$ cat src/rtl/apb_bcd_alu_slave.sv
// apb_bcd_alu_slave: APB slave fronting a digit-serial BCD/binary add/subtract engine.
// Revision 1.0
`default_nettype none

module apb_bcd_alu_slave #(
  parameter int DIGITS      = 8,
  parameter int WAIT_STATES = 1
) (
  input  logic        PCLK,
  input  logic        PRESET,
  input  logic        PSEL,
  input  logic        PENABLE,
  input  logic        PWRITE,
  input  logic [31:0] PADDR,
  input  logic [31:0] PWDATA,
  output logic [31:0] PRDATA,
  output logic        PREADY,
  output logic        PSLVERR,
  output logic        IRQ
);
  localparam int         W    = 4 * DIGITS;
  localparam logic [3:0] WS   = 4'(WAIT_STATES);
  localparam logic [3:0] LAST = 4'(DIGITS - 1);

  typedef enum logic [1:0] {BUS_IDLE = 2'd0, BUS_SETUP = 2'd1, BUS_ACCESS = 2'd2} bus_state_t;
  typedef enum logic [1:0] {ENG_IDLE = 2'd0, ENG_RUN = 2'd1, ENG_DONE = 2'd2} eng_state_t;

  bus_state_t bus_state, bus_next;
  eng_state_t eng_state, eng_next;
  logic [3:0]   wait_cnt, wait_cnt_next;
  logic         access, ready, err, wr_ok, start, start_req, mapped;
  logic [2:0]   idx;
  logic [31:0]  rdata;

  logic [W-1:0] opa, opb, result;
  logic [1:0]   mode;
  logic         cin, ie, carry, invalid, busy, done;

  logic [W-1:0] a_sh, b_sh, r_sh, r_next, dig_w;
  logic [1:0]   run_mode;
  logic         run_carry, run_inv;
  logic [3:0]   dcnt, da, db, dig;
  logic [4:0]   sum, diff;
  logic         cout, digit_bad, last_digit, inv_final;

  logic unused_bits;
  assign unused_bits = ^{PADDR[1:0], PWDATA};

  always_ff @(posedge PCLK or posedge PRESET) begin
    if (PRESET) begin
      bus_state <= BUS_IDLE;
      wait_cnt  <= '0;
    end else begin
      bus_state <= bus_next;
      wait_cnt  <= wait_cnt_next;
    end
  end

  always_comb begin
    bus_next      = bus_state;
    wait_cnt_next = '0;
    ready         = 1'b0;
    access        = PSEL && PENABLE;
    case (bus_state)
      BUS_IDLE: if (PSEL && !PENABLE) bus_next = BUS_SETUP;
      BUS_SETUP, BUS_ACCESS: begin
        if (!access) begin
          bus_next = (PSEL && !PENABLE) ? BUS_SETUP : BUS_IDLE;
        end else if (wait_cnt == WS) begin
          ready    = 1'b1;
          bus_next = BUS_IDLE;
        end else begin
          bus_next      = BUS_ACCESS;
          wait_cnt_next = wait_cnt + 4'd1;
        end
      end
      default: bus_next = BUS_IDLE;
    endcase
  end

  assign busy = (eng_state == ENG_RUN);
  assign done = (eng_state == ENG_DONE);

  always_comb begin
    idx       = PADDR[4:2];
    mapped    = (PADDR[31:5] == 27'd0) && (idx <= 3'd4);
    start_req = PWRITE && (idx == 3'd2) && PWDATA[4];
    // A rejected write must leave every register and the engine untouched.
    err       = !mapped
             || (PWRITE && (idx == 3'd3 || idx == 3'd4))
             || (start_req && (busy || PWDATA[1:0] == 2'b11));
    wr_ok     = ready && PWRITE && !err;
    start     = wr_ok && start_req;
    case (idx)
      3'd0:    rdata = 32'(opa);
      3'd1:    rdata = 32'(opb);
      3'd2:    rdata = {28'd0, ie, cin, mode};
      3'd3:    rdata = 32'(result);
      3'd4:    rdata = {28'd0, invalid, carry, done, busy};
      default: rdata = '0;
    endcase
  end

  assign PREADY  = ready;
  assign PSLVERR = ready && err;
  assign PRDATA  = (ready && !PWRITE && !err) ? rdata : '0;
  assign IRQ     = done && ie;

  always_ff @(posedge PCLK or posedge PRESET) begin
    if (PRESET) begin
      opa  <= '0;
      opb  <= '0;
      mode <= '0;
      cin  <= 1'b0;
      ie   <= 1'b0;
    end else if (wr_ok) begin
      case (idx)
        3'd0: opa <= PWDATA[W-1:0];
        3'd1: opb <= PWDATA[W-1:0];
        3'd2: begin
          mode <= PWDATA[1:0];
          cin  <= PWDATA[2];
          ie   <= PWDATA[3];
        end
        default: ;
      endcase
    end
  end

  always_ff @(posedge PCLK or posedge PRESET) begin
    if (PRESET) eng_state <= ENG_IDLE;
    else        eng_state <= eng_next;
  end

  always_comb begin
    eng_next = eng_state;
    case (eng_state)
      ENG_IDLE, ENG_DONE: if (start) eng_next = ENG_RUN;
      ENG_RUN:            if (last_digit) eng_next = ENG_DONE;
      default:            eng_next = ENG_IDLE;
    endcase
  end

  // One digit slice per cycle; the carry/borrow ripples through run_carry.
  always_comb begin
    da        = a_sh[3:0];
    db        = b_sh[3:0];
    sum       = {1'b0, da} + {1'b0, db} + {4'd0, run_carry};
    diff      = {1'b0, da} - {1'b0, db} - {4'd0, run_carry};
    dig       = sum[3:0];
    cout      = sum[4];
    case (run_mode)
      2'b00: begin
        cout = (sum > 5'd9);
        dig  = cout ? 4'(sum - 5'd10) : sum[3:0];
      end
      2'b01: begin
        cout = diff[4];
        dig  = cout ? 4'(diff + 5'd10) : diff[3:0];
      end
      default: ;
    endcase
    digit_bad  = (run_mode != 2'b10) && (da > 4'd9 || db > 4'd9);
    last_digit = (dcnt == LAST);
    inv_final  = run_inv || digit_bad;
    dig_w      = '0;
    dig_w[3:0] = dig;
    r_next     = (r_sh >> 4) | (dig_w << (W - 4));
  end

  always_ff @(posedge PCLK or posedge PRESET) begin
    if (PRESET) begin
      a_sh      <= '0;
      b_sh      <= '0;
      r_sh      <= '0;
      run_mode  <= '0;
      run_carry <= 1'b0;
      run_inv   <= 1'b0;
      dcnt      <= '0;
      result    <= '0;
      carry     <= 1'b0;
      invalid   <= 1'b0;
    end else if (start) begin
      a_sh      <= opa;
      b_sh      <= opb;
      r_sh      <= '0;
      run_mode  <= PWDATA[1:0];
      run_carry <= PWDATA[2];
      run_inv   <= 1'b0;
      dcnt      <= '0;
      carry     <= 1'b0;
      invalid   <= 1'b0;
    end else if (busy) begin
      a_sh      <= a_sh >> 4;
      b_sh      <= b_sh >> 4;
      r_sh      <= r_next;
      run_carry <= cout;
      run_inv   <= inv_final;
      dcnt      <= dcnt + 4'd1;
      if (last_digit) begin
        invalid <= inv_final;
        result  <= inv_final ? '0 : r_next;
        carry   <= !inv_final && cout;
      end
    end
  end

endmodule

`default_nettype wire

$ cat config.mk
export PLATFORM = sky130hd
export DESIGN_NAME = apb_bcd_alu_slave
export DESIGN_NICKNAME = d
export VERILOG_FILES = /design/src/rtl/apb_bcd_alu_slave.sv
export SDC_FILE = /design/constraint.sdc
export NUM_CORES = 1
export LEC_CHECK = 0
export CAP_MARGIN = 20
export CORE_MARGIN = 8
export CORE_UTILIZATION = 50
export DETAILED_ROUTE_END_ITERATION = 16
export PLACE_DENSITY = 0.78
export RECOVER_POWER = 100
export SLEW_MARGIN = 30
export SYNTH_ARGS = -nofsm -noshare
export SYNTH_HDL_FRONTEND = slang
export SYNTH_SLANG_ARGS = --single-unit
$ cat constraint.sdc
create_clock -name PCLK -period 10.2 [get_ports PCLK]
set_input_delay 2.04 -clock PCLK [delete_from_list [all_inputs] [get_ports PCLK]]
set_output_delay 2.04 -clock PCLK [all_outputs]
set_load 0.005 [all_outputs]
==> metrics list <==
* Worst min-delay path category: flop to flop
* Routability congestion estimate from global placement: 0.8490
* Initial DRC count: 697
- Max Clock Freq: between 100 and 150 MHz
- Combinational Power Share: under 10%
* Clk network pwr share: about 47%
- Clock Latency Late Sink: about 0.5 ns
* Time the worst path needs with I/O delays and setup: 7.961 ns
* Row count: 52
* Multiplexer fraction of the synthesized cell area: 11.19%
- Largest fanout on the critical path: 18
- Clock tree synthesis inserted a total of 22 buffers.
* Core area: 20100 um^2
- Final nets: 1163
- In this run, flip-flops and latches consume between 40% and 50% of the power.
- The die is roughly 160 um wide.
- Number of search-and-repair iterations in the first detailed-routing pass: 5
- PnR Total Power: 1.730 mW
- The synthesized netlist devotes 11.72% of its cell area to compound gates.
- CTS clock-pin slew for the worst setup and hold paths: 0.06 ns
* Average footprint of a synthesized cell: 10.20 um^2
* Root Buffer: sky130_fd_sc_hd__clkbuf_16
- The internal portion of the total power is about 1.4 mW.
- Syn. warnings: 0
- Vias/cell: between 5 and 6
- Xor and xnor area share after synthesis: less than 1%
- In this run the number of H-tree levels came out at 1.
- Die footprint: between 20000 and 30000 um^2
- Post-synthesis instance area: about 10000 um^2
* Total global-route track usage: approximately a fifth
- The critical path in this run is classified as input pin to output port.
* Max-cap check violation count: 9
- Dividing total power by cell area gives a power density of 144.4 nW/um^2.
- The most used flip-flop cell after synthesis is sky130_fd_sc_hd__dfrtp_1.
- Number of unique standard cell types used by synthesis: 60
- The run finished, with violations left.
* Number of cells produced by synthesis: between 1000 and 1500
* Switching component of the power: 0.3798 mW
* Setup total negative slack: 0 ns
- First-pass GRT wire length: between 40000 and 50000 um
- Number of sinks driven by the clock tree: between 200 and 250
- Critical path endpoint category: output port
* Post-CTS Hold Fix Bufs: 0
- After Yosys synthesis, and, or, nand and nor cells account for a little under a fifth of the synthesized area.
- Number of antenna violations at the first check in global routing: 0
* Setup repair after global routing missed its margin: false
- TritonCTS built the clock tree.
- The worst setup path is launched from an input pin.
* FFs w/ async S/R, synth: 100.0%
* Most frequent standard cell in the layout excluding fill and tap cells: sky130_fd_sc_hd__nand2_1
- DP HPWL: approximately 17000 um
* Gate family responsible for the most delay along the worst path: buffers and inverters
* Dominant combinational cell family by area after synthesis: simple AND/OR/NAND/NOR gates
* Total number of vias: 7813
- Part of the cycle the worst path needs: between 70% and 80%
- Number of antenna-violating nets in the routed design: 0
- Setup slack on the worst reg-to-reg path comes out at approximately 4.2 ns.
* Switching part of the total power: a little over a fifth
- Worst-path cell chain: dlygate4sd3_1 -> nor2_1 -> clkbuf_1 -> a22oi_1 -> o22a_1 -> nor2_1 -> clkdlybuf4s50_1
- No sink is reached through more buffers than the 3 on the longest clock path.
* Vias in the first global route: roughly 8000
* Initial Util: 50.77%
* Number of gates resized after cts: 0
* Worst clock skew: roughly 0.015 ns
- After synthesis, flip-flops and latches occupy approximately half of the total area.
* Layout cell share with drive strength beyond 1: between 10% and 20%
- Maximum resistive drop on vdd: 0.1021 mV
- Counting stages on the worst path, the most repeated cell is sky130_fd_sc_hd__nor2_1.
* Quantity of I/O buffers inserted on ports: 101
* Final wirelength: approximately 26000 um
- Antenna diode count: 0
- Slew Limit Fails: a little under 600
- On the critical path, the stage with the largest delay is an instance of sky130_fd_sc_hd__nor2_1.
- Summing the areas of all fa, ha and maj instances in the mapped netlist gives approximately 2.7% of the synthesized area.
- Setup violations remaining at the end of the flow were counted as 0.
- The library cells used most frequently in the layout, excluding fill and tap cells, are 257 x sky130_fd_sc_hd__nand2_1, 210 x sky130_fd_sc_hd__dfrtp_1, 87 x sky130_fd_sc_hd__mux2_2.
- Worst max-slew margin expressed relative to the limit: -285.7%
* Slowest cell delay on critical path: about 1.0 ns
- Worst slew pin tran: approximately 5.8 ns
- Seq cells post-synth: 210
- Number of placed I/O pins: 104
* EDFF count, synth: 0
- Failing checks: max-capacitance violations, max-slew violations
- Post-CTS timing repair inserted 0 buffers for setup.
* Number of buffer and inverter stages on the critical path: 3
- When the netlist entered floorplanning its net count stood at around 1100.
- Entering global routing, the biggest net connects 134 pins.
- Drt drc: 0
* Synth-to-Final Area Change: 17.37%
- Grt total ovfl: 0
* Per-cell routed wire length: just under 20 um
- At the worst endpoint, the required time is approximately 8 ns.
* Chip Height: between 150 and 200 um
* Leak Pwr: around 5.8 nW
- Endpoint arrival time on the critical path: 5.92 ns
* Final count of hold timing violations: 0
-- sequential cells by signal, summed over array words and instances, names as in the netlist, 4 cells and up --
name,count
a_sh,32
b_sh,32
dcnt,4
opa,32
opb,32
r_sh,28
result,32
wait_cnt,4
-- per-stage QoR --
stage	setup slack (ns)	area (um^2)	cells	hold WS, ns	utilization [%]
2_1_floorplan	2.422	10210	1001	0.4331	-
3_3_place_gp	3.181	11350	1320	0.4497	56.46
3_5_place_dp	3.141	11360	1320	0.4564	56.50
4_1_cts	3.117	12090	1360	0.4735	60.16
5_1_grt	1.610	11980	1360	0.4963	59.58
6_report	2.239	11980	1360	0.4702	59.58
-- final cells by class --
type                       instances  area (um^2)
clock buffer                      33        663.1
fill                            1668         8125
clock inverter                     7        72.57
inverter                          17        65.06
sequential                       210         5255
multi-input combinational        709         4511
timing repair buffer             114         1075
tap                              270        337.8
-- cell families (layout without fill, tap and decap cells) --
group	count (synthesis)	in the layout
and+or+nand+nor	399	399
DFF	210	210
AOI/OAI and AO/OA	179	179
muxes	102	102
buffers and inverters	82	171
adders and majority gates	20	20
xor gates and xnor gates	9	9
-- power by group through the flow --
stage	logic [mW]	registers [mW]	clock network [mW]
floorplan	0.0425	0.856	0
global placement	0.0838	0.856	0
detailed placement	0.0865	0.856	0
CTS	0.0868	0.841	0.817
global route	0.0956	0.841	0.847
finish	0.0840	0.841	0.805
-- metal layers --
layer  vias to the layer above  global-route usage (%)  part of all wire [%]
met5                         -                       0                     0
met1                      3900                   27.72                    42
met4                         0                   5.446                   2.2
met2                       269                   34.93                    49
met3                        39                   3.283                   6.6
li1                       3605                       -                     -
-- worst paths after layout --
| check | cells after the start | from | endpoint |
|---|---|---|---|
| setup / recovery | 7 | PADDR[2] | PRDATA[1] |
| hold / removal | 2 | result[1]$_DFFE_PP0P_ | result[1]$_DFFE_PP0P_ |
| setup reg to reg | 6 | eng_state[0]$_DFFE_PP0P_ | result[29]$_DFFE_PP0P_ |
| hold reg to reg | 2 | result[1]$_DFFE_PP0P_ | result[1]$_DFFE_PP0P_ |
| max in group asynchronous | 3 | PRESET | r_sh[23]$_DFFE_PP0P_ |
| min in group asynchronous | 2 | PRESET | opa[29]$_DFFE_PP0P_ |
-- Yosys cell counts, types with 2 or more instances --
library cell                    count  area, um^2
sky130_fd_sc_hd__buf_12             2       40.04
sky130_fd_sc_hd__clkbuf_1          37       138.9
sky130_fd_sc_hd__nor4_1             2       12.51
sky130_fd_sc_hd__xnor2_1            4       35.03
sky130_fd_sc_hd__a31oi_1            3       18.77
sky130_fd_sc_hd__nand2b_1           8       50.05
sky130_fd_sc_hd__buf_2             11       55.05
sky130_fd_sc_hd__inv_1             17       63.81
sky130_fd_sc_hd__nor2b_1            7       43.79
sky130_fd_sc_hd__o21bai_1           2       15.01
sky130_fd_sc_hd__dfrtp_1          210        5255
sky130_fd_sc_hd__nand3_1           38       190.2
sky130_fd_sc_hd__clkbuf_8           2       27.53
sky130_fd_sc_hd__nor2_1            35       131.4
sky130_fd_sc_hd__nor3_1             6       30.03
sky130_fd_sc_hd__nand2_1          257       964.7
sky130_fd_sc_hd__nor3b_1            2       15.01
sky130_fd_sc_hd__and2_1             4       25.02
sky130_fd_sc_hd__a221oi_1           4       35.03
sky130_fd_sc_hd__nor2_4            20       225.2
sky130_fd_sc_hd__o21ai_0           52       260.3
sky130_fd_sc_hd__o22ai_1            3       18.77
sky130_fd_sc_hd__mux2_2            87       979.7
sky130_fd_sc_hd__nor4_2             4       50.05
sky130_fd_sc_hd__mux2i_1            5       50.05
sky130_fd_sc_hd__nand4_1            3       18.77
sky130_fd_sc_hd__ha_1              16       200.2
sky130_fd_sc_hd__mux2_1            10       112.6
sky130_fd_sc_hd__buf_4              2       15.01
sky130_fd_sc_hd__fa_1               4       80.08
sky130_fd_sc_hd__xor2_1             5       43.79
sky130_fd_sc_hd__a22oi_1           85       638.1
sky130_fd_sc_hd__and3_1             5       31.28
sky130_fd_sc_hd__buf_1              8       30.03
sky130_fd_sc_hd__a21oi_1           15       75.07
sky130_fd_sc_hd__dlygate4sd1_1      2       17.52
-- worst reg2reg max path, delay by kind of cell (launching register included) --
kind                   cells  cell delay [ns]
DFF                        1             0.41
AOI/OAI and AO/OA          1             0.34
and+or+nand+nor            3             0.89
buffers and inverters      2             4.22
No activity file was read; power rests on OpenSTA's default activity.
==> patch (config.mk and constraints unchanged) <==
Set the parameter `DIGITS` to 7 (it was 8).
--- a/src/rtl/apb_bcd_alu_slave.sv
+++ b/src/rtl/apb_bcd_alu_slave.sv
@@ -5,3 +5,3 @@
 module apb_bcd_alu_slave #(
-  parameter int DIGITS      = 8,
+  parameter int DIGITS      = 7,
   parameter int WAIT_STATES = 1
Check against the original RTL: not equivalent (a bounded check fails within 10 cycles, from zero or initial values and one cycle with PRESET high).
==> patch against the unedited design <==
  * The run still ends with capacitance limit, slew limit left
  * Highest routed layer unchanged
  * Hold slack worse by 0.0032 ns
  * Critical path type unchanged
  * Synthesized area down 12%
  * Via count down 9.0%
  * Worst setup slack worse by 0.44 ns
  * Sequential cell count down 24
  * Synthesized cell count down 11%
  * Clock power down 19%
  * Die area down 11%
  * Critical endpoint is now PRDATA[19]
  * Power down 14%
  * Cell area down 11%
  * First-iteration DRC count down 0.43%
  * Combinational power down 5.8%
  * Routed wire length down 12%
  * Core utilization up 0.092 points
==> patch: results (changes against the unedited design) <==
Combinational Power Share 5.3% (+0.4 points); Final Hold Slack 0.467 ns (-0.00325 ns); Final min period 8.40 ns (+0.436 ns); WL per Instance 19.3 µm (-0.95%); post-place setup slack 3.09 ns (-0.0513 ns); H-tree Lvls 4 (+3); Comb. pwr 0.0791 mW (-5.8%); Worst Setup EP PRDATA[19]; R2R Path End opb[12]; 1st-iter DRT viols 694 (-0.43%); largest net degree at the start of global routing 103 (-23%); Post-Synth Adder-Cell Area 3.26% (+0.51 points); failing checks capacitance limit, slew limit; gpl congestion 0.819 (-3.5%); leak pwr 5.07 nW (-12%); GRT Total Usage 21.2% (+0.33 points); main area contributors after synthesis dfrtp_1 (52%), mux2_2 (11%), nand2_1 (9.1%); commonest cells in the netlist nand2_1 (217), dfrtp_1 (186), mux2_2 (87); Slew @ Worst Pin 4.38 ns (-1.37 ns); Final Slew Violations 315 (-47%); Crit Path Max Fanout 32 (+14); Sw Share 21.8% (-0.20 points); r2r setup slk 5.59 ns (+1.36 ns); Total Wirelength 23,200 µm (-12%); sequential element share of the synthesized area 51.8% (+0.30 points); Synth Instances 894 (-11%); Min-Delay Endpoint result[3]; placed cell count 1,172 (-11%); CTS Buf Count 17 (-23%); NumNets Final 1,052 (-9.5%); Synth Area in XOR/XNOR 0.877% (+0.10 points); outcome finished, violations left; IO buf count 93 (-7.9%); Worst Reg-to-Reg Cells 9 (+3); hold path start result[3]; Worst Path Arrival 6.36 ns (+0.44 ns); worst clock skew 0.00948 ns (-0.00554 ns); Synth Area in Compound Gates 12.3% (+0.60 points); Post-DP Area 10,100 µm² (-11%); MaxCap Viol Count 7 (-2); clk buf depth 2 (-1); drt via density 5.90 (+2.8%); FILL cells 1,473 (-12%); multiplexer area fraction after synthesis 11.2% (+0.042 points); DPL Wire Length 14,800 µm (-12%); Unique masters post-synth 57 (-5.0%); worst vdd ir 0.000123 V (+21%); first-pass GRT wire length 37,600 µm (-14%)
## patch: cell count changes after synthesis, moves of 8 or more
cell / delta
dfrtp_1: -24
o21ai_0: -11
clkbuf_1: +8
nor2_4: -20
nand2_1: -40
a22oi_1: -9
nor2_1: +14
mux2_1: -10
## patch: worst max-delay path: stages
cell	delay [ns]
dlygate4sd3_1	0.52
clkbuf_1	1.36
o21ai_0	0.33
nand4_1	0.26
nor4_1	0.15
nand2b_1	0.10
clkbuf_1	0.90
nor2_1	0.15
clkdlybuf4s50_1	0.50
## patch: metal layers
layer  vias to the layer above  track usage (%)  share of wire, %
li1                       3234                -                 -
met1                      3578             27.2                42
met2                       267             35.3                50
met3                        30             3.96               6.2
met4                         0             7.10               1.5
met5                         -                0                 0
## patch: layout make-up
type	instances	area, µm²	area share (%)
clock buffer	26	489	4.61
clock inverter	6	86.3	0.814
inverter	16	61.3	0.578
multi-input combinational	635	4030	38.0
sequential	186	4650	43.9
tap	229	287	2.70
timing repair buffer	106	1000	9.43
